`src/rtl/naughtyq_mc_if.sv`:
```
// Command/response bundle for naughtyq_mc: the master issues queue commands,
// the slave (the queue) reports readiness, fault state and the last result.
interface naughtyq_mc_if #(
  parameter int IDX_WIDTH  = 4,
  parameter int DATA_WIDTH = 8,
  parameter int CHAN_WIDTH = 1
);
  logic [3:0]            command;
  logic                  enable;
  logic [CHAN_WIDTH-1:0] chan_in;
  logic [IDX_WIDTH-1:0]  idx_in;
  logic [DATA_WIDTH-1:0] data_in;
  logic                  ready;
  logic                  crashed;
  logic [IDX_WIDTH-1:0]  idx_out;
  logic [DATA_WIDTH-1:0] data_out;
  logic [IDX_WIDTH:0]    count_out;

  modport master (
    output command, enable, chan_in, idx_in, data_in,
    input  ready, crashed, idx_out, data_out, count_out
  );

  modport slave (
    input  command, enable, chan_in, idx_in, data_in,
    output ready, crashed, idx_out, data_out, count_out
  );
endinterface

```
`src/rtl/naughtyq_mc.sv`:
```
// Multi-channel indexed circular queues with in-place update, dequeue and a
// multi-cycle back-of-queue shift. Define NAUGHTYQ_MC_WRAP_EN to let ENLIST on a full channel overwrite the oldest entry.
module naughtyq_mc #(
  parameter int IDX_WIDTH    = 4,
  parameter int DATA_WIDTH   = 8,
  parameter int NUM_CHANNELS = 2,
  parameter int CHAN_WIDTH   = (NUM_CHANNELS > 1) ? $clog2(NUM_CHANNELS) : 1
) (
  input  logic         clock,
  input  logic         reset,
  naughtyq_mc_if.slave bus
);

  // state    | meaning
  // ST_IDLE  | ready, accepts one command per enabled edge
  // ST_SHIFT | back-of-queue shift in progress, one slot per cycle
  // ST_CRASH | sticky fault, ignores commands until reset
  typedef enum logic [1:0] {ST_IDLE, ST_SHIFT, ST_CRASH} state_t;

  localparam int DEPTH = 1 << IDX_WIDTH;
  localparam logic [3:0] OP_NOP   = 4'd0;
  localparam logic [3:0] OP_ENL   = 4'd1;
  localparam logic [3:0] OP_READ  = 4'd2;
  localparam logic [3:0] OP_WRITE = 4'd3;
  localparam logic [3:0] OP_BOQ   = 4'd4;
  localparam logic [3:0] OP_DEQ   = 4'd5;
  localparam logic [IDX_WIDTH-1:0] IDX_ONE    = {{(IDX_WIDTH-1){1'b0}}, 1'b1};
  localparam logic [IDX_WIDTH:0]   CNT_ONE    = {{IDX_WIDTH{1'b0}}, 1'b1};
  localparam logic [IDX_WIDTH:0]   FULL_COUNT = {1'b1, {IDX_WIDTH{1'b0}}};
`ifdef NAUGHTYQ_MC_WRAP_EN
  localparam bit WRAP_EN = 1'b1;
`else
  localparam bit WRAP_EN = 1'b0;
`endif

  state_t state, state_next;

  logic [DATA_WIDTH-1:0] mem   [NUM_CHANNELS][DEPTH];
  logic [IDX_WIDTH-1:0]  head  [NUM_CHANNELS];
  logic [IDX_WIDTH-1:0]  tail  [NUM_CHANNELS];
  logic [IDX_WIDTH:0]    count [NUM_CHANNELS];

  logic [IDX_WIDTH-1:0]  idx_out_r;
  logic [DATA_WIDTH-1:0] data_out_r;
  logic [IDX_WIDTH:0]    count_out_r;

  logic [CHAN_WIDTH-1:0] shift_ch;
  logic [IDX_WIDTH-1:0]  cursor;
  logic [IDX_WIDTH-1:0]  shift_left;
  logic [DATA_WIDTH-1:0] saved;

  logic                  chan_ok;
  logic [CHAN_WIDTH-1:0] chan_sel;
  logic [IDX_WIDTH-1:0]  head_c, tail_c, idx_rel, boq_k, cursor_nxt;
  logic [IDX_WIDTH:0]    count_c;
  logic                  slot_valid, full, empty, fault;
  logic                  do_enlist, do_read, do_write, do_deq, do_boq_zero, do_boq_start, shift_last;

  always_comb begin
    chan_ok    = int'(bus.chan_in) < NUM_CHANNELS;
    chan_sel   = chan_ok ? bus.chan_in : '0;
    head_c     = head[chan_sel];
    tail_c     = tail[chan_sel];
    count_c    = count[chan_sel];
    idx_rel    = bus.idx_in - head_c;
    slot_valid = {1'b0, idx_rel} < count_c;
    full       = count_c == FULL_COUNT;
    empty      = count_c == '0;
    boq_k      = tail_c - IDX_ONE - bus.idx_in;
    cursor_nxt = cursor + IDX_ONE;
    shift_last = (state == ST_SHIFT) && (shift_left == IDX_ONE);
  end

  always_ff @(posedge clock) begin
    if (reset) state <= ST_IDLE;
    else       state <= state_next;
  end

  always_comb begin
    state_next   = state;
    fault        = 1'b0;
    do_enlist    = 1'b0;
    do_read      = 1'b0;
    do_write     = 1'b0;
    do_deq       = 1'b0;
    do_boq_zero  = 1'b0;
    do_boq_start = 1'b0;
    unique case (state)
      ST_IDLE: begin
        if (bus.enable) begin
          if (bus.command != OP_NOP && !chan_ok) begin
            fault = 1'b1;
          end else begin
            case (bus.command)
              OP_NOP:   ;
              OP_ENL:   if (full && !WRAP_EN) fault = 1'b1; else do_enlist = 1'b1;
              OP_READ:  if (slot_valid) do_read = 1'b1; else fault = 1'b1;
              OP_WRITE: if (slot_valid) do_write = 1'b1; else fault = 1'b1;
              OP_DEQ:   if (!empty) do_deq = 1'b1; else fault = 1'b1;
              OP_BOQ: begin
                if (!slot_valid) begin
                  fault = 1'b1;
                end else if (boq_k == '0) begin
                  do_boq_zero = 1'b1;
                end else begin
                  do_boq_start = 1'b1;
                  state_next   = ST_SHIFT;
                end
              end
              default:  fault = 1'b1;
            endcase
          end
          if (fault) state_next = ST_CRASH;
        end
      end
      ST_SHIFT: if (shift_last) state_next = ST_IDLE;
      ST_CRASH: state_next = ST_CRASH;
      default:  state_next = ST_CRASH;
    endcase
    bus.ready     = state == ST_IDLE;
    bus.crashed   = state == ST_CRASH;
    bus.idx_out   = idx_out_r;
    bus.data_out  = data_out_r;
    bus.count_out = count_out_r;
  end

  always_ff @(posedge clock) begin
    if (reset) begin
      for (int c = 0; c < NUM_CHANNELS; c++) begin
        head[c]  <= '0;
        tail[c]  <= '0;
        count[c] <= '0;
        for (int s = 0; s < DEPTH; s++) mem[c][s] <= '0;
      end
      idx_out_r   <= '0;
      data_out_r  <= '0;
      count_out_r <= '0;
      shift_ch    <= '0;
      cursor      <= '0;
      shift_left  <= '0;
      saved       <= '0;
    end else begin
      if (do_enlist) begin
        mem[chan_sel][tail_c] <= bus.data_in;
        tail[chan_sel]        <= tail_c + IDX_ONE;
        idx_out_r             <= tail_c;
        // a full channel only gets here with wrap enabled: drop the oldest
        if (full) begin
          head[chan_sel] <= head_c + IDX_ONE;
          count_out_r    <= count_c;
        end else begin
          count[chan_sel] <= count_c + CNT_ONE;
          count_out_r     <= count_c + CNT_ONE;
        end
      end
      if (do_read) begin
        data_out_r  <= mem[chan_sel][bus.idx_in];
        idx_out_r   <= bus.idx_in;
        count_out_r <= count_c;
      end
      if (do_write) begin
        mem[chan_sel][bus.idx_in] <= bus.data_in;
        idx_out_r                 <= bus.idx_in;
        count_out_r               <= count_c;
      end
      if (do_deq) begin
        data_out_r            <= mem[chan_sel][head_c];
        idx_out_r             <= head_c;
        mem[chan_sel][head_c] <= '0;
        head[chan_sel]        <= head_c + IDX_ONE;
        count[chan_sel]       <= count_c - CNT_ONE;
        count_out_r           <= count_c - CNT_ONE;
      end
      if (do_boq_zero) begin
        idx_out_r   <= bus.idx_in;
        count_out_r <= count_c;
      end
      if (do_boq_start) begin
        saved      <= mem[chan_sel][bus.idx_in];
        cursor     <= bus.idx_in;
        shift_left <= boq_k;
        shift_ch   <= chan_sel;
      end
      if (state == ST_SHIFT) begin
        mem[shift_ch][cursor] <= mem[shift_ch][cursor_nxt];
        cursor                <= cursor_nxt;
        shift_left            <= shift_left - IDX_ONE;
        // on the last step cursor+1 is tail-1, where the saved entry lands
        if (shift_last) begin
          mem[shift_ch][cursor_nxt] <= saved;
          idx_out_r                 <= cursor_nxt;
          count_out_r               <= count[shift_ch];
        end
      end
    end
  end

endmodule

```
`src/flat_wrapper.sv`:
```
// flat-port wrapper written by rule: the top's interface ports become plain ports
module naughtyq_mc_flat 
#(
  parameter int IDX_WIDTH    = 4,
  parameter int DATA_WIDTH   = 8,
  parameter int NUM_CHANNELS = 2,
  parameter int CHAN_WIDTH   = (NUM_CHANNELS > 1) ? $clog2(NUM_CHANNELS) : 1
)
  (clock, reset, bus_command, bus_enable, bus_chan_in, bus_idx_in, bus_data_in, bus_ready, bus_crashed, bus_idx_out, bus_data_out, bus_count_out);
  naughtyq_mc_if #(.IDX_WIDTH(IDX_WIDTH), .DATA_WIDTH(DATA_WIDTH), .CHAN_WIDTH(CHAN_WIDTH)) bus_i ();
  input  logic clock;
  input  logic reset;
  input wire logic [$bits(bus_i.command)-1:0] bus_command;
  input wire logic [$bits(bus_i.enable)-1:0] bus_enable;
  input wire logic [$bits(bus_i.chan_in)-1:0] bus_chan_in;
  input wire logic [$bits(bus_i.idx_in)-1:0] bus_idx_in;
  input wire logic [$bits(bus_i.data_in)-1:0] bus_data_in;
  output wire logic [$bits(bus_i.ready)-1:0] bus_ready;
  output wire logic [$bits(bus_i.crashed)-1:0] bus_crashed;
  output wire logic [$bits(bus_i.idx_out)-1:0] bus_idx_out;
  output wire logic [$bits(bus_i.data_out)-1:0] bus_data_out;
  output wire logic [$bits(bus_i.count_out)-1:0] bus_count_out;
  assign bus_i.command = bus_command;
  assign bus_i.enable = bus_enable;
  assign bus_i.chan_in = bus_chan_in;
  assign bus_i.idx_in = bus_idx_in;
  assign bus_i.data_in = bus_data_in;
  assign bus_ready = bus_i.ready;
  assign bus_crashed = bus_i.crashed;
  assign bus_idx_out = bus_i.idx_out;
  assign bus_data_out = bus_i.data_out;
  assign bus_count_out = bus_i.count_out;
  naughtyq_mc #(.IDX_WIDTH(IDX_WIDTH), .DATA_WIDTH(DATA_WIDTH), .NUM_CHANNELS(NUM_CHANNELS), .CHAN_WIDTH(CHAN_WIDTH)) u_core (.clock(clock), .reset(reset), .bus(bus_i));
endmodule
```
`config.mk`:
```
export PLATFORM = sky130hd
export DESIGN_NAME = naughtyq_mc_flat
export DESIGN_NICKNAME = d
export VERILOG_FILES = /design/src/rtl/naughtyq_mc_if.sv /design/src/rtl/naughtyq_mc.sv /design/src/flat_wrapper.sv
export SDC_FILE = /design/constraint.sdc
export NUM_CORES = 1
export LEC_CHECK = 0
export BUFFER_PORTS_ARGS = -buffer_cell sky130_fd_sc_hd__buf_2
export CELL_PAD_IN_SITES_DETAIL_PLACEMENT = 0
export CELL_PAD_IN_SITES_GLOBAL_PLACEMENT = 2
export CORE_MARGIN = 4
export CORE_UTILIZATION = 43
export CTS_CLUSTER_DIAMETER = 120
export DETAILED_ROUTE_END_ITERATION = 7
export PLACE_DENSITY_LB_ADDON = 0.1
export SLEW_MARGIN = 20
export SYNTH_ARGS = -nofsm -noshare
export SYNTH_HDL_FRONTEND = slang
export SYNTH_SLANG_ARGS = --single-unit
```
`constraint.sdc`:
```
create_clock -name clock -period 6.7 [get_ports clock]
set_input_delay 0.335 -clock clock [delete_from_list [all_inputs] [get_ports clock]]
set_output_delay 0.335 -clock clock [all_outputs]
set_load 0.02 [all_outputs]
```
Word level (Yosys, flattened, before mapping)

Memories as Yosys holds them, arrays and structs flattened. A register that Yosys moved wholly into a read port is not among the register bits.
Cells that the tools add are included.

Flip-flop bits (word level): 36
Memory bits (writable): 282
Input bits: 20
Output and inout port bits: 19
Word-level logic and storage cells: 965
Memories kept: 4

Memories:

| name         | depth | width | read ports | clocked after Yosys merged registers in | write ports | line              | text |
|---|---|---|---|---|---|---|---|
| u_core.mem   | 2     | 128   | 2          | 1                                       | 2           | naughtyq_mc.sv:38 | `logic [DATA_WIDTH-1:0] mem [NUM_CHANNELS][DEPTH];` |
| u_core.count | 2     | 5     | 2          | 1                                       | 2           | naughtyq_mc.sv:41 | `logic [IDX_WIDTH:0] count [NUM_CHANNELS];` |
| u_core.head  | 2     | 4     | 1          | 0                                       | 2           | naughtyq_mc.sv:39 | `logic [IDX_WIDTH-1:0] head [NUM_CHANNELS];` |
| u_core.tail  | 2     | 4     | 1          | 0                                       | 2           | naughtyq_mc.sv:40 | `logic [IDX_WIDTH-1:0] tail [NUM_CHANNELS];` |

Add/subtract/negate cells: 9
$lt $le $gt $ge: 11
Eq/ne operators: 14
Mux-type cells: 509
Bitwise gates (word level): 391
Reductions and logical operators: 19

Operators with widths:

| cell                | number |
|---|---|
| $mux 128            | 9 |
| $mux 1              | 447 |
| $or 1x1->1          | 386 |
| $reduce_or 128->1   | 2 |
| $demux 8 s4         | 5 |
| $mux 8              | 13 |
| $bmux 8 s4          | 3 |
| $mux 4              | 14 |
| $mux 5              | 10 |
| $ge 5x5->1 const B  | 5 |
| $lt 5x1->1 const B  | 5 |
| $not 4->5           | 5 |
| $add 4x1->4 const B | 3 |
| $mux 2              | 6 |
| $eq 4x1->1 const B  | 2 |
| $eq 4x2->1 const B  | 2 |
| $eq 4x3->1 const B  | 2 |
| $logic_not 4->1     | 2 |
| $reduce_or 4->1     | 2 |
| $sub 4x1->4 const B | 2 |
| $sub 4x4->4         | 2 |
| $logic_and 1x1->1   | 6 |
| $ne 3x1->1 const B  | 2 |
| $add 5x1->5 const B | 1 |
| other kinds (16)    | 17 |

Depth between registers and ports, before layout

Gate-level depths: netlist (run 1).
An unclocked memory read counts as a cell.

Depth in word-level cells: 15
Depth in mapped cells: 23
Mapped depth without buffers: 17

Worst setup path before layout (run 1)

No wires, ideal clock.

Path kind: input port to flip-flop
From: in bus_chan_in
To: mem u_core.mem[1][10] (netlist bit), enable pin
Library setup time: 0.386 ns
Arrival: 5.314 ns
Slack: 1.000 ns
Stages on the path: 22
Cell sequence: buf_6 -> buf_2 -> buf_2 -> buf_2 -> mux2i_1 -> clkbuf_1 -> ha_1 -> a21oi_1 -> xnor2_1 -> ha_1 -> a21oi_1 -> a21oi_2 -> or4_1 -> clkbuf_1 -> o221a_4 -> o211ai_1 -> nor4_2 -> nand2_2 -> buf_6 -> buf_2 -> nor3_1 -> a211oi_1

RTL lines:

| item            | line               | text |
|---|---|---|
| start, declared | flat_wrapper.sv:15 | `input wire logic [$bits(bus_i.chan_in)-1:0] bus_chan_in;` |
| end, declared   | naughtyq_mc.sv:38  |  |

==> out/results.tsv, run 1 <==
stage	metric	value	unit
clocking	cts.sinks	319	
worst_setup_path	reg2regPathDepth	14	
worst_setup_path	cp.depth	14	
clocking	root_buffer	clkbuf_16	
timing	tightest_slew	1.27	ns
min_path	hold_start	bus_enable	
detailed_routing	route.detailed.wl_per_inst	36.9	um
grt	track_usage	36.7	%
worst_setup_path	critPathMostFrequentCell	buf_4	
layout	layout_commonest_cell	edfxtp_1	
yosys	syn_nets	2380	
layout	finalNetCount	2329	
worst_setup_path	cp-start-kind	flip-flop	
place	place_ws	0.550	ns
worst_setup_path	crit_path_max_incr_delay	0.99	ns
detailed_routing	dr.pass1.iters	5	
worst_setup_path	reg2reg_from	u_core.count[1][1]	
detailed_routing	routed_wirelength	111	mm
timing	rsz0062_at_grt	false	
detailed_routing	drt-met1-wl	43.6	mm
yosys	avgSynthCellArea	10.2	um2
yosys	yosys_warnings	0	
grt	grt_overflow_total	0	
detailed_routing	vias_per_cell	7.08	
place	portBuffers	38	
worst_setup_path	critPathBufInv	3	
timing	fmax	166	MHz
clocking	cts_hold_buf	0	
worst_setup_path	cp-end-kind	flip-flop	
timing	relSlewSlack	15.0	%
timing	clock_skew	0.0275	ns
clocking	clkLatencyLatePin	0.59	ns
worst_setup_path	rrSetupSlack	0.67	ns
detailed_routing	wl_met3	14.0	mm
clocking	cts_tree	done	
timing	setup_viol	0	
yosys	synth_edf_count	282	
detailed_routing	met2_length	46.7	mm
worst_setup_path	path_cells	mux2i_1, ha_1, or4bb_1, a21oi_4, buf_4, nor4_2, buf_4, a21oi_1, nand4_1, nor4_1, nand2_4, nor2_1, a221oi_1, buf_2	
grt	grt_pass1_wl	155	mm
detailed_routing	routed.top_layer	met5	
yosys	ys_seq_elements	319	
timing	finalSetupTns	0	ns
timing	period_needed	6.03	ns
timing	layout_worst_path_cycle_share	90.0	%
die	coreArea	54100	um2
clocking	cts_resized	0	
power	p_leak	9.53	nW
die	dieWidth	243	um
worst_setup_path	path_class	reg -> reg	
clocking	cts_buffers	40	
min_path	hold_path_class	in -> reg	
worst_setup_path	crit_arrival	6.35	ns
worst_setup_path	required	7.02	ns
yosys	ys_types	83	
detailed_routing	drt_iter0_drc	3017	
grt	antenna_found_initial	5	
flow_run	max_cap_violations	0	
die	start_util	43.8	%
layout	syn2layout_area_growth	9.52	%
worst_setup_path	r2r-end	u_core.mem[1][37]	
timing	hold_violations	0	
layout	fin_cells	3008	
yosys	ys_seq_area_share	38.9	%
grt	grt_max_degree	130	
clocking	htree_levels	2	
min_path	hold-path-endpoint	u_core.state[1]	
worst_setup_path	path_delay_family	simple AND/OR/NAND/NOR gates	
worst_setup_path	worst_path_max_delay_cell	nor2_1	
min_path	min_delay_path_depth	3	
power	power_density	215	nW/um2
yosys	synthFlopType	edfxtp_1	
detailed_routing	final_antenna_net_count	0	
timing	finalMaxSlewViolations	0	
worst_setup_path	cp_max_fo	25	
clocking	path_clk_slew	0.06	ns
detailed_routing	dr_total_vias	21300	
place	place_congestion	1.06	
place	hpwl	79.3	mm
outcome	outcome	complete, no violations	
die	io_pins	39	
timing	setup_slack	0.671	ns
clocking	clock_path_buffers	3	
die	die_h	243	um
clocking	cts_setup_buffers	0	
detailed_routing	drc	0	
place	dp_cells	2934	
yosys	syn_area	23700	um2
yosys	syn_inst	2331	
layout	final_cell_mix	282 x edfxtp_1, 248 x nor2_1, 231 x nand2_1	
yosys	ys_async_sr_fraction	0	%
layout	drive_above_1_share	18.5	%
grt	grt_pass1_vias	19800	
power	max-vdd-ir-drop	0.000183	V
die	die_area	58900	um2
die	num_rows	85	
per-layer routing:
metal	global-route usage, %	vias up
met5	0	-
met4	18.2	4
met3	10.6	303
met2	53.0	1548
met1	50.6	10600
li1	-	8819
worst max path at each step:
stage	startpoint	to	slack, ns
after detailed placement	bus_chan_in	u_core.mem[1][37]	0.55
after CTS	u_core.count[0][0]	u_core.mem[1][35]	0.82
after global placement	bus_chan_in	u_core.mem[1][37]	0.68
final	u_core.count[1][1]	u_core.mem[1][37]	0.67
after global routing	u_core.count[0][0]	u_core.mem[1][35]	0.47
after floorplan	bus_chan_in	u_core.mem[1][10]	1.0
flip-flops by register name, summed over array words and instances, names as in the netlist, named ones only:
register and count:
u_core.mem 256, u_core.count 10, u_core.bus.data_out 8, u_core.head 8
u_core.saved 8, u_core.tail 8, u_core.bus.count_out 5, u_core.bus.idx_out 4
u_core.cursor 4, u_core.shift_left 4, u_core.state 2, u_core.shift_ch 1
power by group:
group / switching [mW] / internal (mW) / total, mW
registers: 0.113 / 2.26 / 2.38
clock network: 0.923 / 1.35 / 2.27
logic: 0.621 / 0.320 / 0.941
total: 1.66 / 3.93 / 5.59
cell type report:
type | count | area [um2]
Antenna cell | 1 | 2.50
Fill cell | 5053 | 28200
Inverter | 115 | 432
Sequential cell | 319 | 9220
Clock buffer | 51 | 1090
Clock inverter | 22 | 248
Timing Repair Buffer | 122 | 856
Multi-Input combinational cell | 1682 | 13200
Tap cell | 696 | 871
cell usage after synthesis, drive strengths merged, types with 37 or more instances:
master,instances,area [um2]
buf,74,380
a32oi,58,523
a21oi,115,602
edfxtp,282,8470
a211oi,92,708
clkbuf,141,529
o21ai,89,445
a31oi,54,344
mux2i,133,1340
dfxtp,37,741
o22ai,49,307
nor2b,57,357
nand2,232,873
nor2,253,952
inv,113,424
nor3,40,200
mux4,161,3630
cells by family (layout without fill, tap and decap cells):
| logic type | after synthesis | in the layout | share of synthesized area (%) |
|---|---|---|---|
| and+or+nand+nor | 757 | 757 | 15.0 |
| AOI/OAI and AO/OA | 559 | 559 | 16.1 |
| buffers and inverters | 330 | 310 | 5.66 |
| DFF | 319 | 319 | 38.9 |
| muxes | 316 | 316 | 22.0 |
| adders and majority gates | 29 | 29 | 1.60 |
| xor gates and xnor gates | 21 | 21 | 0.776 |
| other | 0 | 1 | 0 |
stage by stage:
step / util (%) / power, mW / instance area, um2 / hold slack, ns
after floorplan: - / 2.91 / 23700 / 0.457
after global placement: 45.4 / 3.31 / 24600 / 0.443
after detailed placement: 45.4 / 3.31 / 24600 / 0.446
after CTS: 47.9 / 5.57 / 25900 / 0.0275
after global routing: 47.9 / 5.72 / 25900 / 0.0631
final: 47.9 / 5.59 / 25900 / 0.0465
tightest hold or removal path, stage by stage:
cell	delay, ns
buf_2	0.09
a31oi_1	0.07
nor2_1	0.07
Note: power is estimated with default switching activity, not from simulation.
==> inputs of run 2 (changes only) <==
--- a/config.mk
+++ b/config.mk
@@ -5,7 +5,7 @@
 export SDC_FILE = /design/constraint.sdc
 export NUM_CORES = 1
 export LEC_CHECK = 0
-export BUFFER_PORTS_ARGS = -buffer_cell sky130_fd_sc_hd__buf_2
+export BUFFER_PORTS_ARGS = -buffer_cell sky130_fd_sc_hd__clkbuf_2
 export CELL_PAD_IN_SITES_DETAIL_PLACEMENT = 0
 export CELL_PAD_IN_SITES_GLOBAL_PLACEMENT = 2
 export CORE_MARGIN = 4
==> run 2 against run 1 <==
  * Clock-buffer cell count shrank 3
  * Routed wire length grew 1.2%
  * Clock power is essentially flat
  * Global-route usage grew 0.50 points
  * Sequential share of layout area is essentially flat
  * Design area is essentially flat
  * Critical endpoint is now u_core.mem[1][18]
  * Highest routed layer unchanged
==> out/results.tsv, run 2 (synthesis results as in run 1) <==
stage	metric	value	unit	change
timing	finalMaxSlewViolations	0		unchanged
flow_run	max_cap_violations	0		unchanged
worst_setup_path	crit_arrival	5.72	ns	-0.63 ns
die	coreArea	54100	um2	unchanged
clocking	cts_tree	done		
layout	fin_cells	3007		-0.033%
timing	fin_hold_ws	0.0404	ns	-0.00610 ns
min_path	hold_path_class	in -> reg		
worst_setup_path	path_class	reg -> reg		
place	hpwl	79.4	mm	+0.18%
grt	grt_pass1_vias	20400		+3.1%
die	io_pins	39		unchanged
layout	top_register	u_core.mem		
clocking	root_buffer	clkbuf_16		
die	num_rows	85		unchanged
clocking	cts.sinks	319		unchanged
timing	rsz0062_at_grt	false		
timing	hold_violations	0		unchanged
detailed_routing	final_antenna_net_count	0		unchanged
timing	tightest_slew	1.24	ns	-0.0319 ns
die	dieWidth	243	um	unchanged
clocking	cts_buffers	39		-2.5%
detailed_routing	drc	0		unchanged
timing	relSlewSlack	17.2	%	+2.1 points
layout	layout_commonest_cell	edfxtp_1		
power	power_density	215	nW/um2	-0.39%
layout	drive_above_1_share	18.8	%	+0.31 points
clocking	cts_setup_buffers	0		unchanged
grt	antenna_found_initial	7		+2
detailed_routing	routed_wirelength	112	mm	+1.2%
timing	period_needed	5.53	ns	-0.501 ns
layout	fillers	5044		-0.18%
timing	layout_worst_path_cycle_share	82.5	%	-7.5 points
die	die_area	58900	um2	unchanged
clocking	path_clk_slew	0.06	ns	about the same
grt	track_usage	37.2	%	+0.50 points
layout	multiInputGateArea	13200	um2	+0.10%
detailed_routing	dr_total_vias	21500		+1.1%
timing	setup_viol	0		unchanged
worst_setup_path	cp-end-kind	flip-flop		
layout	largest_register_ffs	256		unchanged
detailed_routing	route.detailed.wl_per_inst	37.4	um	+1.2%
detailed_routing	drt_iter0_drc	3147		+4.3%
worst_setup_path	cp-start-kind	flip-flop		
clocking	clkLatencyLatePin	0.58	ns	about the same
clocking	cts_resized	0		unchanged
clocking	cts_hold_buf	0		unchanged
layout	register_area	9220	um2	about the same
die	start_util	43.8	%	unchanged
detailed_routing	dr.pass1.iters	6		+1
worst_setup_path	cp_max_fo	25		unchanged
place	place_congestion	1.00		-5.1%
timing	finalSetupTns	0	ns	unchanged
worst_setup_path	required	6.89	ns	-0.13 ns
grt	grt_overflow_total	0		unchanged
grt	grt_max_degree	69		-47%
die	die_h	243	um	unchanged
detailed_routing	vias_per_cell	7.16		+1.1%
grt	grt_pass1_wl	158	mm	+2.1%
layout	finalNetCount	2330		+0.043%
timing	fmax	181	MHz	+9.1%
layout	final_cell_mix	282 x edfxtp_1, 247 x nor2_1, 231 x nand2_1		
layout	largestRegisters	u_core.mem x256, u_core.count x10		
timing	clock_skew	0.0213	ns	-0.00620 ns
outcome	outcome	complete, no violations		
clocking	htree_levels	2		unchanged
place	dp_cells	2936		+0.068%
layout	syn2layout_area_growth	9.49	%	about the same
power	p_leak	9.52	nW	-0.15%
place	portBuffers	38		unchanged
power	max-vdd-ir-drop	0.000145	V	-21%
clocking	clock_path_buffers	3		unchanged
-- run 2: per-layer routing --
metal	up-vias	part of all wire [%]	GRT usage, %
li1	8805	-	-
met3	338	12	9.95
met5	-	0.038	0
met2	1607	43	55.2
met1	10800	39	50.8
met4	6	6.0	17.8
-- run 2: final cells by class --
cell class | count | share of cell area (%)
flip-flops and latches | 319 | 35.5
diodes | 1 | 0.00965
clock inverters | 22 | 0.984
repair buffers | 124 | 3.32
clock buffers | 48 | 4.10
well taps | 696 | 3.36
inverters | 115 | 1.66
multi-input cells | 1682 | 51.0
-- run 2: path summary, 6_finish.rpt --
kind	slack, ns	depth (start not counted)	to	startpoint
worst max-delay path	1.17	20	u_core.mem[1][18]	u_core.head[1][0]
worst min-delay path	0.04	3	u_core.state[1]	bus_enable
worst max register to register	1.17	20	u_core.mem[1][18]	u_core.head[1][0]
worst min register to register	0.45	2	u_core.bus.data_out[1]	u_core.bus.data_out[1]
-- run 2: where the power goes --
part	internal [mW]	total [mW]	switching, mW
Combinational	0.320	0.947	0.627
Sequential	2.26	2.37	0.105
Clock	1.33	2.25	0.927
-- run 2: worst max-delay path, cell delays in order, from the launching register on --
cell	delay, ns
edfxtp_1	0.37
buf_4	0.24
mux2i_4	0.17
clkinv_1	0.11
ha_1	0.18
inv_1	0.10
a21o_1	0.12
a21oi_1	0.07
xnor2_1	0.17
ha_1	0.27
a21oi_1	0.18
a21oi_2	0.15
nor3_1	0.79
nand2_1	0.23
o21ai_0	0.23
buf_4	0.18
nor4_2	0.06
nand2_4	0.29
buf_4	0.38
a31oi_1	0.13
nor2_1	0.68
-- run 2: metrics by stage --
stage / setup slack, ns / power (mW) / util (%) / cell area, um2
floorplan: 1.00 / 2.91 / - / 23700
global placement: 1.05 / 3.31 / 45.4 / 24600
detailed placement: 1.07 / 3.31 / 45.5 / 24600
CTS: 1.30 / 5.53 / 47.9 / 25900
global route: 0.910 / 5.68 / 47.9 / 25900
finish: 1.17 / 5.57 / 47.9 / 25900
